File: config.mk
export PLATFORM = sky130hd
export DESIGN_NAME = pe_pass_sched
export DESIGN_NICKNAME = d
export VERILOG_FILES = /design/src/rtl/pe_pass_sched_pkg.sv /design/src/rtl/pe_pass_sched_sat_counter.sv /design/src/rtl/pe_pass_sched.sv
export SDC_FILE = /design/constraint.sdc
export NUM_CORES = 1
export LEC_CHECK = 0
export ABC_AREA = 1
export CAP_MARGIN = 20
export CORE_ASPECT_RATIO = 1.25
export CORE_MARGIN = 1.5
export CORE_UTILIZATION = 25
export DETAILED_ROUTE_END_ITERATION = 16
export PLACE_DENSITY_LB_ADDON = 0.25
export SETUP_SLACK_MARGIN = 0.05
export SLEW_MARGIN = 0
export SYNTH_ARGS = -nofsm -noshare
export SYNTH_HDL_FRONTEND = slang
export SYNTH_SLANG_ARGS = --single-unit
File: constraint.sdc
create_clock -name clk -period 3.65 [get_ports clk]
set_input_delay 0.365 -clock clk [delete_from_list [all_inputs] [get_ports clk]]
set_output_delay 0.365 -clock clk [all_outputs]
set_load 0.02 [all_outputs]
File: src/rtl/pe_pass_sched_pkg.sv
// Shared types for the pass scheduler: datapath command word and scheduler state/config.
package PECfg;
  typedef struct packed {
    logic dval;
    logic start;
    logic reset;
    logic stall;
  } Inst;
endpackage

package PECtlCfg;
  localparam int NPASS_W_DEF = 8;
  localparam int NOUT_W_DEF  = 16;

  typedef enum logic [2:0] {
    IDLE  = 3'd0,
    START = 3'd1,
    RUN   = 3'd2,
    STALL = 3'd3,
    DRAIN = 3'd4
  } SchedState;
endpackage

File: src/rtl/pe_pass_sched_sat_counter.sv
// Saturating up-counter with synchronous clear; holds at all-ones instead of wrapping.
module sat_counter #(
  parameter int W = 16
) (
  input  logic         clk,
  input  logic         rst,
  input  logic         clr,
  input  logic         inc,
  output logic [W-1:0] count
);
  logic [W-1:0] count_q, count_d;

  always_comb begin
    count_d = count_q;
    if (clr) begin
      count_d = '0;
    end else if (inc && (count_q != '1)) begin
      count_d = count_q + 1'b1;
    end
  end

  always_ff @(posedge clk) begin
    if (rst) begin
      count_q <= '0;
    end else begin
      count_q <= count_d;
    end
  end

  assign count = count_q;
endmodule

File: src/rtl/pe_pass_sched.sv
// Multi-pass job scheduler for the PE datapath controller.
// Define PE_SCHED_PERF_EN to add the o_stall_cycles STALL-state counter.
module pe_pass_sched
  import PECfg::*;
  import PECtlCfg::*;
#(
  parameter int NPASS_W = NPASS_W_DEF,
  parameter int NOUT_W  = NOUT_W_DEF
) (
  input  logic               clk,
  input  logic               rst,
  input  logic               Cmd_rdy,
  output logic               Cmd_ack,
  input  logic [NPASS_W-1:0] i_npass,
  input  logic [NOUT_W-1:0]  i_nout,
  input  logic               i_MAIN_rdy,
  input  logic               i_MAIN_ack,
  input  logic               i_psum_full,
  input  logic               i_abort,
  output Inst                o_PEinst,
  output logic               Drain_rdy,
  input  logic               Drain_ack,
  output logic [NPASS_W-1:0] o_pass_idx,
  output logic               o_busy,
  output logic               o_done
`ifdef PE_SCHED_PERF_EN
  ,
  output logic [15:0]        o_stall_cycles
`endif
);
  localparam logic [NPASS_W-1:0] PASS_ONE = 1;

  SchedState          state_q, state_d;
  logic [NPASS_W-1:0] npass_q, npass_d;
  logic [NPASS_W-1:0] pass_idx_q, pass_idx_d;
  logic [NOUT_W-1:0]  nout_q, nout_d;
  logic [NOUT_W-1:0]  cnt_q, cnt_d;
  logic               done_q, done_d;
  Inst                inst_c;

  logic              main_hs;
  logic [NOUT_W:0]   cnt_sum;
  logic              pass_done;
  logic              last_pass;

  assign main_hs   = i_MAIN_rdy && i_MAIN_ack;
  // One extra bit so a wrapped count can never alias a small nout.
  assign cnt_sum   = {1'b0, cnt_q} + {{NOUT_W{1'b0}}, main_hs};
  assign pass_done = (nout_q == '0) || (cnt_sum == {1'b0, nout_q});
  assign last_pass = (pass_idx_q == (npass_q - PASS_ONE));

  always_comb begin
    state_d    = state_q;
    npass_d    = npass_q;
    nout_d     = nout_q;
    cnt_d      = cnt_q;
    pass_idx_d = pass_idx_q;
    done_d     = 1'b0;
    inst_c     = '0;

    case (state_q)
      IDLE: begin
        if (Cmd_rdy) begin
          if (i_npass == '0) begin
            done_d = 1'b1;
          end else begin
            npass_d    = i_npass;
            nout_d     = i_nout;
            pass_idx_d = '0;
            state_d    = START;
          end
        end
      end

      START: begin
        if (i_abort) begin
          inst_c.dval  = 1'b1;
          inst_c.reset = 1'b1;
          state_d      = IDLE;
        end else begin
          inst_c.dval  = 1'b1;
          inst_c.start = 1'b1;
          cnt_d        = '0;
          state_d      = RUN;
        end
      end

      RUN, STALL: begin
        if (main_hs) cnt_d = cnt_sum[NOUT_W-1:0];
        // Abort beats completion, completion beats stall/unstall.
        if (i_abort) begin
          inst_c.dval  = 1'b1;
          inst_c.reset = 1'b1;
          state_d      = IDLE;
        end else if (pass_done) begin
          inst_c.dval  = 1'b1;
          inst_c.reset = 1'b1;
          state_d      = DRAIN;
        end else if ((state_q == RUN) && i_psum_full) begin
          inst_c.dval  = 1'b1;
          inst_c.stall = 1'b1;
          state_d      = STALL;
        end else if ((state_q == STALL) && !i_psum_full) begin
          inst_c.dval  = 1'b1;
          state_d      = RUN;
        end
      end

      DRAIN: begin
        if (i_abort) begin
          inst_c.dval  = 1'b1;
          inst_c.reset = 1'b1;
          state_d      = IDLE;
        end else if (Drain_ack) begin
          if (last_pass) begin
            done_d  = 1'b1;
            state_d = IDLE;
          end else begin
            pass_idx_d = pass_idx_q + PASS_ONE;
            state_d    = START;
          end
        end
      end

      default: state_d = IDLE;
    endcase
  end

  always_ff @(posedge clk) begin
    if (rst) begin
      state_q    <= IDLE;
      npass_q    <= '0;
      nout_q     <= '0;
      cnt_q      <= '0;
      pass_idx_q <= '0;
      done_q     <= 1'b0;
    end else begin
      state_q    <= state_d;
      npass_q    <= npass_d;
      nout_q     <= nout_d;
      cnt_q      <= cnt_d;
      pass_idx_q <= pass_idx_d;
      done_q     <= done_d;
    end
  end

  // A reset mid-job must not leak an abort-style reset command to the datapath.
  assign o_PEinst   = rst ? '0 : inst_c;
  assign Cmd_ack    = (state_q == IDLE);
  assign Drain_rdy  = (state_q == DRAIN);
  assign o_busy     = (state_q != IDLE);
  assign o_pass_idx = pass_idx_q;
  assign o_done     = done_q;

`ifdef PE_SCHED_PERF_EN
  sat_counter #(.W(16)) u_stall_cnt (
    .clk   (clk),
    .rst   (rst),
    .clr   (Cmd_rdy && (state_q == IDLE)),
    .inc   (state_q == STALL),
    .count (o_stall_cycles)
  );
`endif
endmodule

==> impl.org, run 1 <==
** Synthesis
- Counting flops with a built-in enable in the synthesized netlist gives 0.
- Post-Synthesis Cell Area :: around 3200 um2
- Post-Synth Simple-Gate Area :: 0.378
- Counting distinct cell types in the post-synthesis netlist gives 33.
- For this run, the number of Yosys warnings is 0.
- Share of cell area taken by muxes after synthesis :: 0
- Share of flip-flops with an asynchronous set or reset :: 0
- Summed over all instances, the cell type with the most area after synthesis is sky130_fd_sc_hd__dfxtp_1.
- After synthesis, the largest family of logic cells by area is simple AND/OR/NAND/NOR gates.
- Number of flip-flops and latches in the synthesized netlist :: between 50 and 60
- Number of nets in the synthesized netlist :: roughly 530
- Area share of the largest cell type after synthesis :: 0.323
- Parity-gate share of the synthesized area counting xor and xnor cells :: 0.0683
- Number of standard cells after synthesis :: between 400 and 500
- In the synthesized netlist the dominant register cell turns out to be sky130_fd_sc_hd__dfxtp_1.
- Sequential cell area fraction in the yosys report :: 0.323
- Of the total synthesized cell area, the portion taken by full adders, half adders and majority gates is 0.0194.
- Dividing the synthesized area by the synthesized cell count gives between 6 and 7 um2.
- Ranked by total cell area, the synthesized netlist is headed by sky130_fd_sc_hd__dfxtp_1 (32%), sky130_fd_sc_hd__nand2_1 (13%), sky130_fd_sc_hd__a21oi_1 (7.5%).
- Compound-cell area share of the yosys netlist :: 0.132

** Floorplan
- Area enclosed by the die boundary :: 13600 um2
- Number of placed I/O pins :: 48
- Die H :: about 130 um
- The region available for standard cell placement spans roughly 13000 um2.
- Core Rows :: 46
- Effective utilization at floorplan :: 0.255
- The die is about 100 um wide.

** Global routing
- Summed over all layers, the global routing overflow is 0.
- The via count of the first global-routing pass came to 3202.
- Met3 usage :: 0.0195
- In the global route stage, overall resource usage came out at 0.145.
- The number of antenna violations at the first check in global routing is 0.
- First-pass GRT wire length :: 15.5 mm
- met2 is the most crowded layer.
- Entering global routing, the biggest net connects 38 pins.
- Met2 capacity usage during global routing :: 0.294
- In the global route stage, met1 resource usage came out at 0.152.

** Clock tree
- Buffers inserted during clock tree synthesis total 5.
- Clock sink count :: 52
- Register clock-pin slew on the reported worst setup and hold paths :: approximately 0.070 ns
- The later pin in the worst-skew pair is clocked with a latency of approximately 0.3 ns.
- The clock passes through at most 2 buffers.
- Clock tree from TritonCTS :: yes
- Hold-fix buffers at CTS :: 0
- The root buffer cell chosen for the clock tree is sky130_fd_sc_hd__clkbuf_16.
- Total number of H-tree levels :: 2

** Routing
- Via-per-instance ratio :: ~4.6
- For this run, design rule violations remaining after detail routing come to 0.
- Total via count in the routed design :: around 3.3k
- Initial drt markers :: between 150 and 200
- Dividing the detail-routed wire length by the instance count gives approximately 14 um.
- The first detailed-routing pass ran for 4 iterations.
- Wire length after detailed routing :: 9.72 mm
- Post-detailed-route count of antenna-violating nets :: 0

** Timing
- Fmax achieved :: between 0.2 and 0.3 GHz
- The worst path in the final design needs a cycle of 3.39 ns, including I/O delays and setup.
- Across the routed clock network, the largest skew measured is 0.00928 ns.
- At the pin with the least slew margin, the transition time is 0.662 ns.
- Final setup violation count :: 0
- The number of endpoints with negative hold slack in the final report is 0.
- Max transition margin :: 0.558
- Setup repair after global routing missed its margin :: true
- Fin crit share :: 0.928
- PnR worst setup slack :: around 0.26 ns
- Final Slew Violations :: 0

** Setup path
- The worst register-to-register path begins at cnt_q[0].
- The worst setup path is launched from an input pin.
- Measured in cells, the most critical reg-to-reg path has a length of 17.
- The critical path is of the input pin to output port type.
- Worst-case register-to-register setup slack :: between 1 and 1.5 ns
- End of the worst register-to-register path :: state_q[0]
- At the worst endpoint, the required time is 3.28 ns.
- STA classifies the critical path endpoint as an output port.
- Worst setup path startpoint :: i_MAIN_rdy
- Following the worst setup path forward leads to its endpoint at o_PEinst[1].
- Worst-path maximum fanout :: 5
- For the worst setup path, the data arrival time is about 3.0 ns.

** Pwr
- Net switching power figure :: between 400 and 500 uW
- Overall power :: around 1.6 mW
- Of the total power, the clock network draws 0.395.
- Of the total power, the share spent switching nets is 0.292.
- Seq pwr share :: 0.398
- The analysis attributes to cell leakage a power of approximately 1.6 nW.
- Power density normalized to cell area :: slightly below 400 nW/um2
- Of the total power, combinational logic draws 0.208.
- Int Pwr :: between 1 and 1.5 mW
- VDD sags by at most 0.232 mV.

** Place
- Detailed placement finished with a half-perimeter wire length of roughly 7.6 mm.
- Worst slack at placement :: -0.259 ns
- During placement, the flow inserted port buffers numbering 47.
- Routability-driven placement finished with a final weighted congestion of just under 0.9.

** Run status
- The flow ran to the end, and the final reports show no timing, DRC or antenna violations.

** Finish
- Once layout is complete, the utilization of the core stands at 0.328.
- In the final design database the tool counted 584 nets.
- Filler cell count in the final layout :: ~1.4k
- Layout overhead on the synthesized area :: 28.8%
- Share of layout cells above drive strength 1 :: 0.0967
- The number of antenna diodes in the final layout is 0.

** Flow run
- Max Cap Viol :: 0

** Hold path
- The path class of the tightest hold or removal check is register to register.
==> final cells by class <==
class | count | area (um2) | area share
Inverter | 56 | 210 | 0.0506
Sequential cell | 52 | 1040 | 0.251
Multi-Input combinational cell | 371 | 1930 | 0.466
Tap cell | 168 | 210 | 0.0506
Clock inverter | 3 | 68.8 | 0.0166
Clock buffer | 5 | 125 | 0.0301
Timing Repair Buffer | 61 | 561 | 0.135
==> registers in the layout, indices dropped and copies added, names as in the netlist <==
signal / cells
cnt_q: 16
nout_q: 16
npass_q: 8
o_pass_idx: 8
state_q: 3
o_done: 1
==> cells by family after synthesis <==
family,Yosys count
AND/OR/NAND/NOR,261
buffers and inverters,68
adder cells (fa/ha/maj),5
AO/OA/AOI/OAI,83
flip-flops,52
XOR/XNOR,22
==> timing repair <==
item,in CTS,in global routing
pin swaps,0,3
setup buffers,0,1
setup endpoints to repair,3,3
gates resized for setup,5,7
endpoints found under the hold margin,0,0
==> cell usage after synthesis, types with 2 or more instances <==
cell type	n
sky130_fd_sc_hd__nand2_1	108
sky130_fd_sc_hd__nor2_1	60
sky130_fd_sc_hd__dfxtp_1	52
sky130_fd_sc_hd__inv_1	51
sky130_fd_sc_hd__a21oi_1	48
sky130_fd_sc_hd__nand3_1	46
sky130_fd_sc_hd__o21ai_0	29
sky130_fd_sc_hd__nand4_1	15
sky130_fd_sc_hd__xor2_1	14
sky130_fd_sc_hd__clkbuf_1	11
sky130_fd_sc_hd__nand2_2	6
sky130_fd_sc_hd__nor2_4	6
sky130_fd_sc_hd__xnor2_1	6
sky130_fd_sc_hd__ha_1	5
sky130_fd_sc_hd__nor2_2	4
sky130_fd_sc_hd__nor3_1	4
sky130_fd_sc_hd__nor4_1	4
sky130_fd_sc_hd__clkinv_1	3
sky130_fd_sc_hd__inv_2	2
sky130_fd_sc_hd__nand2_4	2
sky130_fd_sc_hd__o21ai_1	2
sky130_fd_sc_hd__xnor3_1	2
==> per-stage QoR <==
step,hold WS [ns],TNS (ns),cells,cell area (um2)
detailed placement,0.480,-0.487,707,3960
finish,0.489,0,716,4150
global route,0.509,0,716,4150
CTS,0.492,0,715,4150
floorplan,0.453,0,491,3220
global placement,0.478,-0.504,707,3960
==> power by group through the flow <==
stage	logic [mW]	registers [mW]	clock network, mW
2_1_floorplan	0.222	0.637	0
3_3_place_gp	0.333	0.649	0
3_5_place_dp	0.336	0.649	0
4_1_cts	0.336	0.636	0.642
5_1_grt	0.369	0.641	0.656
6_report	0.332	0.636	0.631
==> worst min path at each step <==
stage	cells past startpoint	slack, ns	endpoint	startpoint
finish	2	0.49	cnt_q[15]	cnt_q[15]
global route	2	0.51	npass_q[1]	npass_q[1]
CTS	2	0.49	npass_q[1]	npass_q[1]
detailed placement	2	0.48	cnt_q[15]	cnt_q[15]
global placement	2	0.48	npass_q[1]	npass_q[1]
floorplan	2	0.45	nout_q[2]	nout_q[2]
==> worst max-delay path, cell delays in order <==
cell and delay, ns:
sky130_fd_sc_hd__clkdlybuf4s50_1 0.46, sky130_fd_sc_hd__nand2_1 0.10, sky130_fd_sc_hd__inv_1 0.09, sky130_fd_sc_hd__ha_1 0.15, sky130_fd_sc_hd__ha_2 0.20, sky130_fd_sc_hd__nand3_2 0.12, sky130_fd_sc_hd__nor2_4 0.18, sky130_fd_sc_hd__nand2_1 0.09
sky130_fd_sc_hd__nand2_1 0.09, sky130_fd_sc_hd__nand2_1 0.05, sky130_fd_sc_hd__a21oi_1 0.19, sky130_fd_sc_hd__nand3_1 0.13, sky130_fd_sc_hd__nor2_1 0.15, sky130_fd_sc_hd__nand2_2 0.08, sky130_fd_sc_hd__nand2_2 0.07, sky130_fd_sc_hd__nor2_2 0.05
sky130_fd_sc_hd__o21ai_1 0.14, sky130_fd_sc_hd__nand2_1 0.08, sky130_fd_sc_hd__inv_1 0.08, sky130_fd_sc_hd__buf_2 0.16
==> cells in the final DEF, fill, tap and decap left out, drive strengths merged <==
cell and n:
o22ai 1, ha 5, nor4 4, inv 54, nor3 5, nor3b 1, nand3b 1, bufinv 2
clkinv 3, o21ai 32, a31oi 1, xnor2 6, dfxtp 52, clkdlybuf4s50 44, xnor3 2, xor2 14
nand2 116, clkbuf 7, and2 1, nand3 47, a21oi 49, buf 15, nor2 71, nand4 15
==> per-layer routing <==
layer,up-vias,wire length (um)
met2,58,5250
met5,-,0
met3,12,232
met4,0,209
li1,1715,-
met1,1500,4030
No activity file was read; power rests on OpenSTA's default activity.
==> run 2, diff against run 1 <==
--- a/config.mk
+++ b/config.mk
@@ -16,4 +16,5 @@
 export SLEW_MARGIN = 0
 export SYNTH_ARGS = -nofsm -noshare
 export SYNTH_HDL_FRONTEND = slang
+export SYNTH_HIERARCHICAL = 1
 export SYNTH_SLANG_ARGS = --single-unit
==> results of run 2 <==
The final DEF is identical to that of run 1; final timing and power are the same.
Main changes from that run: Yosys warning count 0 -> 6
==> run 3, diff against run 2 <==
--- a/config.mk
+++ b/config.mk
@@ -13,7 +13,7 @@
 export DETAILED_ROUTE_END_ITERATION = 16
 export PLACE_DENSITY_LB_ADDON = 0.25
 export SETUP_SLACK_MARGIN = 0.05
-export SLEW_MARGIN = 0
+export SLEW_MARGIN = 15
 export SYNTH_ARGS = -nofsm -noshare
 export SYNTH_HDL_FRONTEND = slang
 export SYNTH_HIERARCHICAL = 1
==> constraint.sdc (replaced) <==
create_clock -name clk -period 4.3 [get_ports clk]
set_input_delay 0.43 -clock clk [delete_from_list [all_inputs] [get_ports clk]]
set_output_delay 0.43 -clock clk [all_outputs]
set_load 0.02 [all_outputs]
==> impl.org, run 3 <==
** Setup path
- Crit path capture type :: output port
- The critical path is of the input pin to output port type.
- Crit path required time :: approximately 3.9 ns
- Worst-case register-to-register setup slack :: roughly 1.8 ns
- Launch instance of the worst register-to-register path :: state_q[1]
- Data arrival time of the critical path :: between 3 and 4 ns
- STA classifies the critical path startpoint as an input pin.
- R2r worst-path depth :: 8
- In this run the critical register-to-register path is captured at o_pass_idx[2].
- Worst-path maximum fanout :: 5

** Timing
- Final hold vios :: 0
- For the pin with the worst max-slew slack, the measured transition is 0.793 ns.
- Final min period :: roughly 3.9 ns
- The final max-slew violation count was 0.
- Skew final :: between 0.005 and 0.006 ns
- Max transition margin :: 0.470
- Final setup violation count :: 0
- Accumulated negative setup slack :: 0 ns
- Fin crit share :: 0.907
- Setup repair after global routing left no endpoint under its margin.
- Timing would allow up to about 0.26 GHz.

** Hold path
- For hold timing, the worst endpoint is cnt_q[15].
- Worst Min Path Start :: cnt_q[15]
- Hold Path Class :: register to register
- The worst hold path was traced through 2 stages.

** Clock tree
- Clock sink count :: 52
- Inserted Clock Buffers :: 5
- Clock root cell :: sky130_fd_sc_hd__clkbuf_16
- In this run, post-CTS hold repair placed 0 buffers.
- The H-tree was split into 2 levels.
- After clock tree synthesis, the clock-pin slew on the worst setup and hold paths is around 0.070 ns.
- Counting along the longest clock path gives a buffer depth of 2.
- Once the clock tree was built, the resizer swapped 0 gates to a different size.
- The later pin in the worst-skew pair is clocked with a latency of ~0.30 ns.
- Post-CTS repair timing setup buffer count :: 0
- Clock tree from TritonCTS :: yes

** Global routing
- Entering global routing, the biggest net connects 34 pins.
- The first global-routing pass estimated 16.0 mm of wire.
- For this run the aggregate overflow at the end of global routing stands at 0.
- For met3 alone, demand over resource in global routing was 0.0210.
- Across every metal layer, demand over resource in global routing totals 0.150.
- For met2 alone, demand over resource in global routing was 0.294.
- The number of antenna violations at the first check in global routing is 0.
- Busiest grt layer :: met2
- Via count of the first global-routing pass :: approximately 3.2k
- Met1 capacity usage during global routing :: 0.156

** Synthesis
- Post-synth EDFFs :: 0
- Biggest area consumer among synthesized cells :: sky130_fd_sc_hd__dfxtp_1
- Sorting the synthesized cells by area gives the leading types as sky130_fd_sc_hd__dfxtp_1 (32%), sky130_fd_sc_hd__nand2_1 (13%), sky130_fd_sc_hd__a21oi_1 (7.5%).
- The portion of synthesized area spent on multiplexers is 0.
- After synthesis, the largest family of logic cells by area is simple AND/OR/NAND/NOR gates.
- Of the total synthesized cell area, the portion taken by full adders, half adders and majority gates is 0.0194.
- Predominant post-synthesis flop cell :: sky130_fd_sc_hd__dfxtp_1
- Summing every instance area after synthesis gives between 3000 and 4000 um2.
- Post-Synth Simple-Gate Area :: 0.378
- Share of flip-flops with an asynchronous set or reset :: 0
- In this run the mean area of a mapped cell was about 6.6 um2.
- Of the total synthesized cell area, the portion taken by XOR and XNOR cells is 0.0683.
- In this run, distinct cell masters in the synthesized netlist total 33.
- Among all cell types in the netlist, the one instantiated most often is sky130_fd_sc_hd__nand2_1.
- Number of nets in the synthesized netlist :: 528
- Of the post-synthesis cell area, the dominant cell type holds 0.323.
- Synthesis inferred 52 register bits.
- Most common library cells after synthesis :: sky130_fd_sc_hd__nand2_1 (108), sky130_fd_sc_hd__nor2_1 (60), sky130_fd_sc_hd__dfxtp_1 (52)
- Number of standard cells after synthesis :: 491
- The compound-gate portion of the synthesized area came to 0.132.
- For this run, the register share of the synthesized area comes to 0.323.
- During synthesis, Yosys emitted a total of 6 warnings.

** Routing
- Pre-Repair DR Iteration Count :: 5
- Wire length after detailed routing :: around 10 mm
- Via-per-instance ratio :: 4.68
- The count of nets left with antenna violations once routing finished came out at 0.
- The detailed router placed ~3.3k vias in this run.
- In the routed design, unresolved DRC markers number 0.
- Initial drt markers :: approximately 240
- In the final routed layout, each cell accounts on average for between 10 and 15 um.

** Place
- Dpl cell area :: 3880 um2
- Once detailed placement completed, the half-perimeter wirelength came to roughly 7.6 mm.
- Routability-driven placement finished with a final weighted congestion of around 0.87.
- PortBufs :: 47
- The number of placed instances, taps included, is 697.

** Pwr
- VDD sags by at most around 0.2 mV.
- Power density normalized to cell area :: 325 nW/um2
- In this run the static leakage power is approximately 1.6 nW.
- The design draws ~1.3 mW.

** Finish
- The finished layout holds about 710 standard cells, fillers aside.
- Filler cell count in the final layout :: 1426
- In the final layout, the registers with the most flip-flops are cnt_q (16), nout_q (16).
- In the final layout, the multi-input gates occupy roughly 1900 um2.
- After routing the design area is 4070 um2.
- From synthesis to final layout, the design area changed by 26.3%.
- Of the cells placed in the final design, the portion with a size suffix greater than 1 is 0.0689.
- In the final design database the tool counted about 570 nets.
- Most frequent cells in the layout :: sky130_fd_sc_hd__nand2_1 (108), sky130_fd_sc_hd__nor2_1 (60), sky130_fd_sc_hd__dfxtp_1 (52)
- Number of antenna diodes :: 0
- Final standard cell utilization of the core :: 0.321
- Summing all flip-flop and latch instances after layout gives 1040 um2.
- Most common library cell in the layout ignoring fill and taps :: sky130_fd_sc_hd__nand2_1

** Floorplan
- Die H :: roughly 130 um
- Std-Cell Core Area :: ~13000 um2
- Core Rows :: between 40 and 50
- The die covers about 14000 um2.
- Number of placed I/O pins :: 48
- Measured along the x axis, the die boundary spans roughly 100 um.
- For this configuration, the core starts out at a cell density of 0.255.

** Run status
- The run finished with clean final reports.

** Flow run
- Max Cap Viol :: 0
run 3: final cells by class:
| type | instances | area share |
|---|---|---|
| sequential | 52 | 0.256 |
| clock inverter | 1 | 0.00738 |
| timing repair buffer | 50 | 0.123 |
| tap | 168 | 0.0516 |
| multi-input combinational | 371 | 0.473 |
| inverter | 56 | 0.0516 |
| clock buffer | 7 | 0.0375 |
run 3: worst max-delay path, stage by stage:
cell,delay (ns)
sky130_fd_sc_hd__clkdlybuf4s50_1,0.46
sky130_fd_sc_hd__nand2_1,0.09
sky130_fd_sc_hd__inv_1,0.10
sky130_fd_sc_hd__ha_1,0.16
sky130_fd_sc_hd__ha_1,0.19
sky130_fd_sc_hd__nand3_1,0.18
sky130_fd_sc_hd__nor2_4,0.18
sky130_fd_sc_hd__nand2_1,0.09
sky130_fd_sc_hd__nand2_1,0.09
sky130_fd_sc_hd__nand2_1,0.05
sky130_fd_sc_hd__a21oi_1,0.14
sky130_fd_sc_hd__nand3_1,0.12
sky130_fd_sc_hd__nor2_1,0.14
sky130_fd_sc_hd__nand2_2,0.09
sky130_fd_sc_hd__nand2_2,0.07
sky130_fd_sc_hd__nor2_2,0.05
sky130_fd_sc_hd__nand2_1,0.07
sky130_fd_sc_hd__a21oi_1,0.07
sky130_fd_sc_hd__nor2_1,0.08
sky130_fd_sc_hd__clkdlybuf4s50_1,0.61
run 3: routing by layer:
layer / part of all wire / vias up / routed length, um
li1: - / 1691 / -
met1: 0.40 / 1518 / 3920
met2: 0.53 / 66 / 5230
met3: 0.025 / 23 / 248
met4: 0.040 / 0 / 392
met5: 0 / - / 0
run 3: worst max-delay path by stage:
| stage | cells past startpoint | end | from |
|---|---|---|---|
| after global placement | 20 | o_PEinst[1] | i_MAIN_rdy |
| after floorplan | 20 | o_PEinst[3] | i_MAIN_rdy |
| final | 20 | o_PEinst[3] | i_MAIN_ack |
| after global routing | 22 | o_PEinst[3] | i_MAIN_rdy |
| after CTS | 20 | o_PEinst[1] | i_MAIN_ack |
| after detailed placement | 20 | o_PEinst[1] | i_MAIN_rdy |
run 3: cell families after synthesis:
group                      Yosys count
and+or+nand+nor                    261
DFF                                 52
adders and majority gates            5
buffers and inverters               68
xor gates and xnor gates            22
AOI/OAI and AO/OA                   83
run 3: stage by stage:
step	worst slack [ns]	hold slack, ns
global placement	0.349	0.473
detailed placement	0.315	0.478
CTS	0.301	0.490
global route	0.0644	0.531
finish	0.402	0.489
floorplan	1.64	0.453
run 3: power breakdown:
part	switching, mW	leakage, nW	internal, mW
Combinational	0.168	1.08	0.115
Clock	0.191	0.0901	0.307
Sequential	0.0292	0.425	0.512
Total	0.388	1.59	0.934
